<file path="src/rtl/alu_pkg.sv">
// Shared constants for the ALU execute stage: one-hot op codes, opcode
// patterns, FSM states and flag bit positions.
package alu_pkg;

    localparam logic [6:0] OP_ADD = 7'b0000001;
    localparam logic [6:0] OP_SUB = 7'b0000010;
    localparam logic [6:0] OP_AND = 7'b0000100;
    localparam logic [6:0] OP_OR  = 7'b0001000;
    localparam logic [6:0] OP_NOT = 7'b0010000;
    localparam logic [6:0] OP_SHR = 7'b0100000;
    localparam logic [6:0] OP_SHL = 7'b1000000;

    // SUB matches on the top four opcode bits only; the rest are exact.
    localparam logic [3:0] OPC_SUB = 4'b1000;
    localparam logic [4:0] OPC_AND = 5'b10011;
    localparam logic [4:0] OPC_OR  = 5'b10010;
    localparam logic [4:0] OPC_NOT = 5'b10110;
    localparam logic [4:0] OPC_SHR = 5'b10101;
    localparam logic [4:0] OPC_SHL = 5'b10100;

    typedef enum logic [0:0] {
        ST_IDLE  = 1'b0,
        ST_SHIFT = 1'b1
    } state_t;

    localparam int FLAG_C = 2;
    localparam int FLAG_N = 1;
    localparam int FLAG_Z = 0;

endpackage

</file>
<file path="src/rtl/alu_op_decoder.sv">
// Combinational opcode decode into the one-hot ALU op plus an illegal flag.
module alu_op_decoder
    import alu_pkg::*;
(
    input  logic [4:0] opcode,
    output logic [6:0] op_onehot,
    output logic       illegal
);

    always_comb begin
        op_onehot = '0;
        illegal   = 1'b0;
        if (opcode[4:1] == OPC_SUB) begin
            op_onehot = OP_SUB;
        end else if (opcode == OPC_AND) begin
            op_onehot = OP_AND;
        end else if (opcode == OPC_OR) begin
            op_onehot = OP_OR;
        end else if (opcode == OPC_NOT) begin
            op_onehot = OP_NOT;
        end else if (opcode == OPC_SHR) begin
            op_onehot = OP_SHR;
        end else if (opcode == OPC_SHL) begin
            op_onehot = OP_SHL;
        end else if (opcode[4] == 1'b0 ||
                     (opcode[4:3] == 2'b11 && opcode[2:0] != 3'b111)) begin
            // Both 00xxx and 01xxx fall into the ADD space.
            op_onehot = OP_ADD;
        end else begin
            illegal = 1'b1;
        end
    end

endmodule

</file>
<file path="src/rtl/alu_exec_unit.sv">
// Execute stage: decodes the opcode, runs single-cycle ALU ops directly and
// shifts iteratively one bit per cycle, with registered result and flags.
module alu_exec_unit
    import alu_pkg::*;
#(
    parameter int WIDTH   = 16,
    parameter int INSTR_W = 16,
    parameter int SHAMT_W = 4
) (
    input  logic               clk,
    input  logic               rst_n,
    input  logic               in_valid,
    output logic               in_ready,
    input  logic [INSTR_W-1:0] instr,
    input  logic [WIDTH-1:0]   op_a,
    input  logic [WIDTH-1:0]   op_b,
    output logic               out_valid,
    input  logic               out_ready,
    output logic [WIDTH-1:0]   result,
    output logic [6:0]         op_onehot,
    output logic               illegal,
    output logic [2:0]         flags
);

    function automatic logic [2:0] mk_flags(input logic c, input logic [WIDTH-1:0] r);
        logic signed [WIDTH-1:0] rs;
        logic [2:0]              f;
        rs        = $signed(r);
        f         = '0;
        f[FLAG_C] = c;
        f[FLAG_N] = (rs < 0);
        f[FLAG_Z] = (r == '0);
        return f;
    endfunction

    logic [4:0]         opcode;
    logic [SHAMT_W-1:0] shamt;
    logic [6:0]         dec_onehot;
    logic               dec_illegal;
    logic               accept;
    logic               start_shift;
    logic               unused_instr;

    state_t             state_p0;
    logic [SHAMT_W-1:0] cnt_p0;
    logic [WIDTH-1:0]   work_p0;
    logic               dir_left_p0;

    logic [WIDTH:0]     sum;
    logic [WIDTH:0]     diff;
    logic [WIDTH-1:0]   alu_res;
    logic               alu_c;
    logic [WIDTH-1:0]   sh_next;
    logic               sh_out;

    assign opcode       = instr[INSTR_W-1 -: 5];
    assign shamt        = instr[SHAMT_W-1:0];
    assign unused_instr = ^instr[INSTR_W-6:SHAMT_W];

    alu_op_decoder u_dec (
        .opcode    (opcode),
        .op_onehot (dec_onehot),
        .illegal   (dec_illegal)
    );

    assign in_ready    = rst_n && (state_p0 == ST_IDLE) && (!out_valid || out_ready);
    assign accept      = in_valid && in_ready;
    assign start_shift = ((dec_onehot == OP_SHL) || (dec_onehot == OP_SHR)) &&
                         (shamt != '0);

    assign sum  = {1'b0, op_a} + {1'b0, op_b};
    assign diff = {1'b0, op_a} - {1'b0, op_b};

    // Single-cycle ops; a zero-amount shift passes op_a through with C clear.
    always_comb begin
        alu_res = '0;
        alu_c   = 1'b0;
        case (dec_onehot)
            OP_ADD: begin
                alu_res = sum[WIDTH-1:0];
                alu_c   = sum[WIDTH];
            end
            OP_SUB: begin
                alu_res = diff[WIDTH-1:0];
                alu_c   = diff[WIDTH];
            end
            OP_AND:         alu_res = op_a & op_b;
            OP_OR:          alu_res = op_a | op_b;
            OP_NOT:         alu_res = ~op_a;
            OP_SHR, OP_SHL: alu_res = op_a;
            default:        alu_res = '0;
        endcase
    end

    assign sh_next = dir_left_p0 ? {work_p0[WIDTH-2:0], 1'b0} : {1'b0, work_p0[WIDTH-1:1]};
    assign sh_out  = dir_left_p0 ? work_p0[WIDTH-1] : work_p0[0];

    // Shift working register carries data only, so it has no reset.
    always_ff @(posedge clk) begin
        if (state_p0 == ST_IDLE) begin
            if (accept && start_shift) begin
                work_p0 <= op_a;
            end
        end else begin
            work_p0 <= sh_next;
        end
    end

    always_ff @(posedge clk or negedge rst_n) begin
        if (!rst_n) begin
            state_p0    <= ST_IDLE;
            cnt_p0      <= '0;
            dir_left_p0 <= 1'b0;
            out_valid   <= 1'b0;
            result      <= '0;
            op_onehot   <= '0;
            illegal     <= 1'b0;
            flags       <= '0;
        end else begin
            if (out_valid && out_ready) begin
                out_valid <= 1'b0;
            end
            case (state_p0)
                ST_IDLE: begin
                    if (accept) begin
                        if (start_shift) begin
                            cnt_p0      <= shamt;
                            dir_left_p0 <= (dec_onehot == OP_SHL);
                            state_p0    <= ST_SHIFT;
                        end else begin
                            result    <= alu_res;
                            op_onehot <= dec_onehot;
                            illegal   <= dec_illegal;
                            out_valid <= 1'b1;
                            if (!dec_illegal) begin
                                flags <= mk_flags(alu_c, alu_res);
                            end
                        end
                    end
                end
                ST_SHIFT: begin
                    cnt_p0 <= cnt_p0 - 1'b1;
                    // Final step: the bit leaving now is the carry.
                    if (cnt_p0 == SHAMT_W'(1)) begin
                        result    <= sh_next;
                        op_onehot <= dir_left_p0 ? OP_SHL : OP_SHR;
                        illegal   <= 1'b0;
                        flags     <= mk_flags(sh_out, sh_next);
                        out_valid <= 1'b1;
                        state_p0  <= ST_IDLE;
                    end
                end
                default: state_p0 <= ST_IDLE;
            endcase
        end
    end

endmodule

</file>
<file path="config.mk">
export PLATFORM = sky130hd
export DESIGN_NAME = alu_exec_unit
export DESIGN_NICKNAME = d
export VERILOG_FILES = /design/src/rtl/alu_pkg.sv /design/src/rtl/alu_op_decoder.sv /design/src/rtl/alu_exec_unit.sv
export SDC_FILE = /design/constraint.sdc
export NUM_CORES = 1
export LEC_CHECK = 0
export CAP_MARGIN = 20
export CORE_MARGIN = 2
export CORE_UTILIZATION = 56
export DETAILED_ROUTE_END_ITERATION = 12
export GPL_ROUTABILITY_DRIVEN = 0
export GPL_TIMING_DRIVEN = 0
export PLACE_DENSITY = 0.84
export SETUP_SLACK_MARGIN = 0.05
export SYNTH_ARGS = -nofsm -noshare
export SYNTH_HDL_FRONTEND = slang
export SYNTH_SLANG_ARGS = --single-unit
</file>
<file path="constraint.sdc">
create_clock -name clk -period 2.8 [get_ports clk]
set_input_delay 0.56 -clock clk [delete_from_list [all_inputs] [get_ports clk]]
set_output_delay 0.56 -clock clk [all_outputs]
set_load 0.005 [all_outputs]
</file>
==> Word-level counts from Yosys, hierarchy flattened <==
Index checks and enable logic that the tools add are counted.
{ "word_totals": {"elab_cells": 110, "ff_bits": 50, "in_bits": 52, "out_inout_bits": 29} }
{ "classes": {"n_bitwise": 5, "add_sub_neg": 3, "n_reduce_logical": 20, "n_lt_le_gt_ge": 2, "n_eq_ne": 21, "muxes": 50} }
{ "ops": {"columns": ["op", "count"], "rows": [
  ["$mux W16", 6],
  ["$pmux W16 S6", 1],
  ["$mux W7", 10],
  ["$logic_not A16 Y1", 2],
  ["$lt A16 B1 Y1 const B", 2],
  ["$pmux W16 S2", 1],
  ["$eq A5 B5 Y1 const B", 5],
  ["$mux W1", 19],
  ["$add A16 B16 Y17", 1],
  ["$sub A16 B16 Y17", 1],
  ["$and A16 B16 Y16", 1],
  ["$not A16 Y16", 1],
  ["$or A16 B16 Y16", 1],
  ["$pmux W7 S2", 1],
  ["$mux W3", 4],
  ["$mux W4", 2],
  ["$ne A2 B2 Y1 const B", 4],
  ["$pmux W1 S2", 4],
  ["$pmux W4 S2", 1],
  ["$eq A7 B1 Y1 const B", 1],
  ["$eq A7 B2 Y1 const B", 1],
  ["$eq A7 B3 Y1 const B", 1],
  ["$eq A7 B4 Y1 const B", 1],
  ["$eq A7 B5 Y1 const B", 1],
  ["19 further kinds", 29]
]} }

==> Longest topological paths before layout <==
{ "logic_depth": {"depth_word": 18, "ltp_mapped": 12, "depth_no_buf": 12} }

==> By module <==
Synthesis repeated with hierarchy kept, for this count alone.
{ "unflattened": {"cells_unflattened": 659, "area_unflattened_um2": 5257.5} }
{ "by_module_without_submodules": {"columns": ["module", "seq_area_each_um2", "cells_per_inst", "n_inst", "area_per_inst_um2"], "rows": [
  ["alu_exec_unit", 1331.3, 646, 1, 5172.5],
  ["alu_op_decoder", 0.0, 13, 1, 85.1]
]} }

==> Worst setup path after synthesis <==
OpenSTA, ideal clock, no wires.
{ "synth_path": {"path_type": "input port to flip-flop", "from": "in op_a[10]", "to": "reg flags[1]", "slack_ns": -0.191, "arrival_time_ns": 2.867, "path_stages": 11, "path_buffers": 1, "setup_time_ns": 0.124, "required_time_ns": 2.676, "path_cell_list": "inv_1 ha_1 buf_6 or3_4 or4_4 o31ai_4 o41ai_2 mux2_4 a211oi_2 a31o_2 o21ai_1"} }
{ "synth_between": {"elab_chain_cells": 7, "word_cells_on_any_way": 11, "cone_classes": "add/sub: 2; order compare: 1; mux: 5; bitwise: 3"} }
{ "synth_rtl": {"columns": ["element", "line", "rtl"], "rows": [
  ["start, declared", "alu_exec_unit.sv:15", "input logic [WIDTH-1:0] op_a,"],
  ["$sub A16 B16 Y17, or another cell as far along", "alu_exec_unit.sv:72", "assign diff = {1'b0, op_a} - {1'b0, op_b};"],
  ["$pmux W16 S6 (*)", "alu_exec_unit.sv:78", "case (dec_onehot)"],
  ["$lt A16 B1 Y1 (*)", "alu_exec_unit.sv:31", "f[FLAG_N] = (rs < 0);"],
  ["$mux W3 (*)", "alu_exec_unit.sv:135", "if (!dec_illegal) begin"],
  ["$mux W3 (*)", "alu_exec_unit.sv:126", "if (start_shift) begin"],
  ["$mux W3 (*)", "alu_exec_unit.sv:125", "if (accept) begin"],
  ["$pmux W3 S2 (*)", "alu_exec_unit.sv:123", "case (state_p0)"],
  ["end signal, assigned", "alu_exec_unit.sv:136", "flags <= mk_flags(alu_c, alu_res);"],
  ["end signal, assigned", "alu_exec_unit.sv:148", "flags <= mk_flags(sh_out, sh_next);"],
  ["end, declared", "alu_exec_unit.sv:22", "output logic [2:0] flags"]
]} }
Every way passes the cells marked *; elsewhere a longest branch is shown, timed or not. The select of a mux whose other input is x is not followed.
A chain may end at the register's enable or synchronous reset.

==> Final worst setup path <==
{ "layout_path": {"from": "in op_a[9]", "to": "reg flags[0]"} }
{ "layout_between": {"elab_chain_cells": 7, "word_cells_on_any_way": 11, "cone_classes": "add/sub: 2; mux: 5; bitwise: 3; reduce/logical: 1"} }
{ "layout_rtl": {"columns": ["element", "line", "rtl"], "rows": [
  ["$sub A16 B16 Y17, or another cell as far along", "alu_exec_unit.sv:72", null],
  ["$pmux W16 S6 (*)", "alu_exec_unit.sv:78", null],
  ["$logic_not A16 Y1 (*)", "alu_exec_unit.sv:32", "f[FLAG_Z] = (r == '0);"],
  ["$mux W3 (*)", "alu_exec_unit.sv:135", null],
  ["$mux W3 (*)", "alu_exec_unit.sv:126", null],
  ["$mux W3 (*)", "alu_exec_unit.sv:125", null],
  ["$pmux W3 S2 (*)", "alu_exec_unit.sv:123", null]
]} }
Marks and branches as above.

==> flow_metrics.py <==
metrics = {
    "outcome": {
        "status": "complete, but fails checks",
        "violations": "setup timing",
    },
    "synthesis": {
        "syn-instance-count": 661,
        "syn_area_per_cell_um2": 8.01,
        "synth_cell_types": 83,
        "yosysSeqAreaShare": 0.251,
        "ys_warn_count": 0,
        "synth_edf_count": 16,
        "ys_async_sr_fraction": 0.680,
        "syn-cell-area_um2": 5290,
        "synthesis.nets": 765,
        "synth_ff_type": "dfrtp_1",
        "ys_ff_latch": 50,
    },
    "timing": {
        "finalSetupTns_ps": -2000,
        "max_slew_margin": 0.546,
        "fin_skew_ps": 8.75,
        "fin_crit_ps": 2910,
        "final_max_slew_viol_count": 0,
        "fin_crit_sh": 1.04,
        "finalHoldViolations": 0,
        "timing.final.ws_setup_ps": -105,
        "setup_viol": 23,
        "rsz0062_at_grt": "true",
        "worstMarginPinSlew_ps": 681,
        "fmax_ghz": 0.344,
    },
    "global_route": {
        "grt_pass1_vias": 5804,
        "antenna_found_initial": 0,
        "grt_usage": 0.370,
        "overflow": 0,
        "grt_max_degree": 36,
        "grt_pass1_wl_mm": 29.8,
    },
    "detailed_routing": {
        "wl_per_cell_um": 22.3,
        "vias": 6258,
        "post_drt_via_cell_ratio": 7.11,
        "first_iter_violations": 896,
        "drt_pass1_iterations": 8,
        "drc": 0,
        "ant_nets": 0,
        "wirelength_mm": 19.6,
    },
    "power": {
        "p_seq_frac": 0.317,
        "vdd_ir_drop_max_v": 0.000381,
        "power_density_nw_per_um2": 572,
        "p_leak_nw": 2.98,
        "power.share.clock": 0.113,
        "p_comb_frac": 0.570,
        "intPower_mw": 2.38,
        "switchingPower_mw": 1.76,
        "total_power_mw": 4.14,
        "switching_share": 0.426,
    },
    "critical_path": {
        "worst-setup-path-type": "input port to flop",
        "critPathTopFamily": "simple AND/OR/NAND/NOR gates",
        "crit_cells": 12,
        "worstPathRequired_ps": 3040,
        "arrival_ps": 3150,
        "slowest_delay_ps": 530,
        "path_cells": "buf_6 -> inv_4 -> ha_4 -> or3_4 -> or4_4 -> o31ai_4 -> buf_4 -> nor3_2 -> a2bb2oi_2 -> nor4_2 -> nand4_1 -> o21ai_1",
        "cp_slowest_cell": "or4_4",
        "critPathLaunchType": "input port",
        "cp_num_buf_inv": 3,
        "rr_worst_depth": 9,
        "cp_max_fo": 5,
        "endpoint_kind": "flop",
    },
    "clock_network": {
        "cts_sinks": 50,
        "h-tree-depth": 2,
        "clockBufferDepth": 2,
        "cts_root_buffer": "clkbuf_8",
        "cts_tree": "yes",
        "numCtsBuffers": 5,
        "clkTransAtPathRegs_ps": 100,
        "clk_latency_ps": 310,
    },
    "finish": {
        "diodes": 0,
        "fin_nets": 872,
        "drive_above_1_share": 0.252,
        "area.growth.synth_to_final_pct": 36.8,
        "final_cell_area_um2": 7240,
    },
    "placed_design": {
        "io_buffers": 73,
        "place_area_um2": 6310,
        "place_ws_ps": -1260,
        "dp_hpwl_mm": 13.8,
    },
    "floorplanning": {
        "pin_count": 81,
        "core_um2": 9200,
        "fp.dieW_um": 101,
        "dieArea_um2": 10200,
        "row_count": 35,
        "die_y_um": 101,
        "start_util": 0.576,
    },
    "min_path": {
        "hold_class": "input port to asynchronous set/reset pin",
    },
    "run": {
        "drv_cap": 0,
    },
}
final timing paths:
| path | start | to | slack (ps) |
|---|---|---|---|
| max | op_a[9] | flags[0]$_DFFE_PN0P_ | -110 |
| min | rst_n | result[0]$_DFFE_PN0P_ | 190 |
| max reg2reg | state_p0$_DFF_PN0_ | flags[0]$_DFFE_PN0P_ | 420 |
| min reg2reg | result[8]$_DFFE_PN0P_ | result[8]$_DFFE_PN0P_ | 470 |
| max in group asynchronous | rst_n | out_valid$_DFF_PN0_ | 2300 |
| min in group clk | result[8]$_DFFE_PN0P_ | result[8]$_DFFE_PN0P_ | 470 |
synth_stat cells, types with 11 or more instances:
library cell   n  area [um2]
edfxtp_1      16         480
a21oi_1       36         180
dfrtp_1       34         851
nor3_1        19        95.1
nor2b_1       16         100
ha_1          50         626
clkbuf_1      29         109
a21boi_0      12        90.1
nand2_1       67         251
nor2_1        49         184
mux2i_1       18         180
o211ai_1      12        90.1
nand3_1       17        85.1
o21ai_0       48         240
nor4_1        11        68.8
inv_1         55         206
cell usage in the layout, fill, tap and decap left out, types with 6 or more instances in the layout:
master,count
o21ai_0,43
dlygate4sd2_1,10
inv_1,33
nor4_1,6
o211ai_1,12
dfrtp_1,34
nor2b_1,14
a21oi_1,31
clkbuf_2,10
nor3b_1,8
buf_6,8
clkbuf_8,8
edfxtp_1,16
nand2_1,63
nor3_1,15
mux2i_1,17
nand3_1,15
nor2_1,45
a21boi_0,12
ha_1,32
buf_4,34
inv_2,16
or3_1,6
ha_4,14
clkdlybuf4s50_1,44
nand2b_1,8
clkbuf_1,10
o21ai_1,8
power by group through the flow:
stage / sequential (mW) / clock (mW) / combinational, mW
after global routing: 1.34 / 0.502 / 2.53
after floorplan: 1.28 / 0 / 1.22
after CTS: 1.31 / 0.466 / 2.20
after detailed placement: 1.32 / 0 / 2.04
after global placement: 1.30 / 0 / 1.97
final: 1.31 / 0.468 / 2.36
worst register-to-register path: stages, from the launching register on:
cell and delay (ps):
dfrtp_1 370, clkbuf_1 230, nand2b_1 310, a2111oi_4 270, nor2_2 150, nor3b_1 210
nand4b_1 160, nor4_2 330, nand4_1 160, o21ai_1 130
cell type report:
type | instances | area, um2
tap | 111 | 139
buffer | 31 | 193
inverter | 55 | 231
fill | 604 | 1960
clock buffer | 7 | 97.6
multi-input combinational | 518 | 4250
sequential | 50 | 1330
clock inverter | 1 | 3.75
timing repair buffer | 107 | 991
cells by family after synthesis:
kind of cell | synth area share
compound gates | 0.289
xor+xnor | 0.00662
fa+ha+maj | 0.126
buf+inv | 0.0700
flops | 0.251
mux | 0.0369
simple gates | 0.220
metrics by stage:
stage | instances | hold slack (ps) | util
2_1_floorplan | 661 | 264 | -
4_1_cts | 876 | 209 | 0.759
6_report | 880 | 191 | 0.787
3_3_place_gp | 845 | 452 | 0.686
5_1_grt | 880 | 227 | 0.787
3_5_place_dp | 846 | 457 | 0.686
layer usage:
| layer | vias to the layer above | wire length, um | global-route usage |
|---|---|---|---|
| met4 | 0 | 1260 | 0.185 |
| met1 | 2894 | 6960 | 0.458 |
| li1 | 2657 | - | - |
| met3 | 168 | 2140 | 0.0476 |
| met2 | 539 | 9230 | 0.634 |
| met5 | - | 0 | 0 |
state kept, by name, summed over array words and instances (netlist names):
name	flops
result	16
work_p0	16
op_onehot	7
cnt_p0	4
flags	3
dir_left_p0	1
illegal	1
out_valid	1
state_p0	1
repair_timing:
action | 4_1_cts | 5_1_grt
pin swaps | 41 | 22
endpoints found under the setup margin | 45 | 44
hold buffers | 0 | 0
buffers inserted | 27 | 6
gates resized for setup | 186 | 62
Power figures use the tool's default switching activity.
==> variant: new RTL, config.mk and constraints unchanged <==
Register the output `flags` once more, cleared by the reset; this adds one clock of latency there. The other outputs are not delayed to match. Comments in the files are not updated.
--- a/src/rtl/alu_exec_unit.sv
+++ b/src/rtl/alu_exec_unit.sv
@@ -23,2 +23,4 @@
 );
+
+    logic [2:0] flags_s0;
 
@@ -117,3 +119,3 @@
             illegal     <= 1'b0;
-            flags       <= '0;
+            flags_s0    <= '0;
         end else begin
@@ -135,3 +137,3 @@
                             if (!dec_illegal) begin
-                                flags <= mk_flags(alu_c, alu_res);
+                                flags_s0 <= mk_flags(alu_c, alu_res);
                             end
@@ -147,3 +149,3 @@
                         illegal   <= 1'b0;
-                        flags     <= mk_flags(sh_out, sh_next);
+                        flags_s0  <= mk_flags(sh_out, sh_next);
                         out_valid <= 1'b1;
@@ -157,2 +159,10 @@
 
+    always_ff @(posedge clk or negedge rst_n) begin
+        if (!rst_n) begin
+            flags <= '0;
+        end else begin
+            flags <= flags_s0;
+        end
+    end
+
 endmodule
Behaviour: not the same (a bounded check fails within 4 cycles, from zero or initial values and one cycle with rst_n low).
==> variant against the original RTL <==
- the flow still finishes with violations (negative setup slack)
- via count rose by 0.27%
- wire length grew 6.3%
- power increased by 7.5%
- worst setup slack worse by 0.36 ns
- first-iteration DRC count fell by 14%
- non-clock buffer count grew 26
- area after synthesis rose by 2.0%
- worst hold slack lost 0.0048 ns
- final area rose by 5.1%
- combinational power is 8.9% higher
- maximum frequency shrank 11%
- core utilization increased by 3.2 points
- sequential cell count increased by 3
- sequential power up 8%
==> variant: results (changes against the original RTL) <==
{| class="wikitable"
! Metric !! Value
|-
| Outcome || finished, violations left
|-
| Violations in the final reports || negative setup slack
|-
| Count of TritonRoute iterations in the first routing pass || 6 (-2)
|-
| Layout cells sized above 1 || 32.4% (+7.2 points)
|-
| Number of nets in the final layout || 883 (+1.3%)
|-
| First-pass GRT wire length || 29800 um (-0.23%)
|-
| Final core utilization || 82.0% (+3.2 points)
|-
| Post-layout worst setup margin || -0.467 ns (-0.362 ns)
|-
| Multiplexer share of the synthesized area || 4.15% (+0.46 points)
|-
| Detail Route met3 WL || 2170 um (+1.4%)
|-
| Finish-stage setup viols || 8 (-65%)
|-
| Complex-gate fraction of the synthesized area || 27.2% (-1.7 points)
|-
| Largest net degree at the start of global routing || 39 (+8.3%)
|-
| Mean cell area of the mapped netlist || 8.36 um2 (+4.3%)
|-
| HPWL after DPL || 12600 um (-8.4%)
|-
| Multi-input logic area || 0.00434 mm2 (+1.9%)
|-
| Net count after synthesis || 750 (-2.0%)
|-
| Met3 routing resource usage after global routing || 5.95% (+1.2 points)
|-
| Total of fill cells in the finished design || 533 (-12%)
|-
| Worst-case setup slack after placement || -1.42 ns (-0.161 ns)
|-
| Arrival time at the worst endpoint || 3.53 ns (+0.38 ns)
|-
| Reg-to-reg slack, setup || 0.06 ns (-0.36 ns)
|-
| Count of clock tree sinks || 53 (+6.0%)
|-
| Met2 usage in global routing || 64.1% (+0.70 points)
|-
| Peak ir drop on the vdd network || 421 uV (+11%)
|-
| Non-clock buffering overhead in the final layout || 18.4% (+2.0 points)
|-
| Critical path peak fanout || 6 (+1)
|-
| Fraction of area in clock buffers and inverters || 1.23% (-0.17 points)
|-
| Met1 WL || 7220 um (+3.7%)
|-
| Via count of the first global-routing pass || 5918 (+2.0%)
|-
| Sequential cell area in the final layout || 0.00141 mm2 (+5.6%)
|-
| Sequential-cell power consumption || 0.00142 W (+8%)
|-
| Synth area leaders || dfrtp_1 17%, ha_1 12%, edfxtp_1 8.9%
|-
| Launching instance or port of the critical path || op_a[4]
|-
| Sum of routed wire length over all layers || 20800 um (+6.3%)
|-
| GR Layer Usage met1 || 42.9% (-2.9 points)
|-
| Clock Buffer Count || 5 (-2)
|-
| Non-clk bufs || 164 (+19%)
|-
| Static leakage || 3.17 nW (+6.4%)
|-
| Commonest cells in the netlist || 72 x nand2_1, 55 x inv_1, 50 x ha_1
|-
| Fraction of area in multi-input gates || 57.0% (-1.8 points)
|-
| Routed wire length per instance || 22.9 um (+2.9%)
|-
| #MultiIn Comb || 500 (-3.5%)
|-
| Via-per-instance ratio || 6.90 (-2.9%)
|-
| Switching fraction of total power || 42.5% (-0.054 points)
|-
| Portion of total power attributed to the clock network || 10.4% (-0.9 points)
|}
## variant: cell count changes after synthesis, moves of 7 or more
cell	delta
nand3_1	-8
a21boi_0	-11
o21a_1	+14
nor3_1	-9
nor2b_1	-7
o21ai_1	+10
nor2_1	-9
## variant: critical path, cell delays in order
cell	delay (ns)
buf_6	0.12
inv_4	0.04
ha_4	0.28
buf_4	0.11
buf_4	0.11
nand2_1	0.15
o31ai_4	0.41
buf_4	0.19
buf_4	0.10
nand2_1	0.06
o21ai_0	0.32
o21ai_0	0.16
o22a_2	0.24
or4b_1	0.54
o21ai_2	0.14
## variant: what timing repair did
item,CTS,global route
endpoints found under the setup margin,35,33
pin swaps,58,43
buffers inserted,37,22
gates resized for setup,203,88
## variant: path summary, 6_finish.rpt
path / endpoint / cells after the start
setup reg to reg: flags_s0[0] / 8
setup / recovery: flags_s0[0] / 15
hold reg to reg: flags[1] / 0
max in group asynchronous: cnt_p0[2] / 1
min in group clk: flags[1] / 0
hold / removal: result[5] / 1
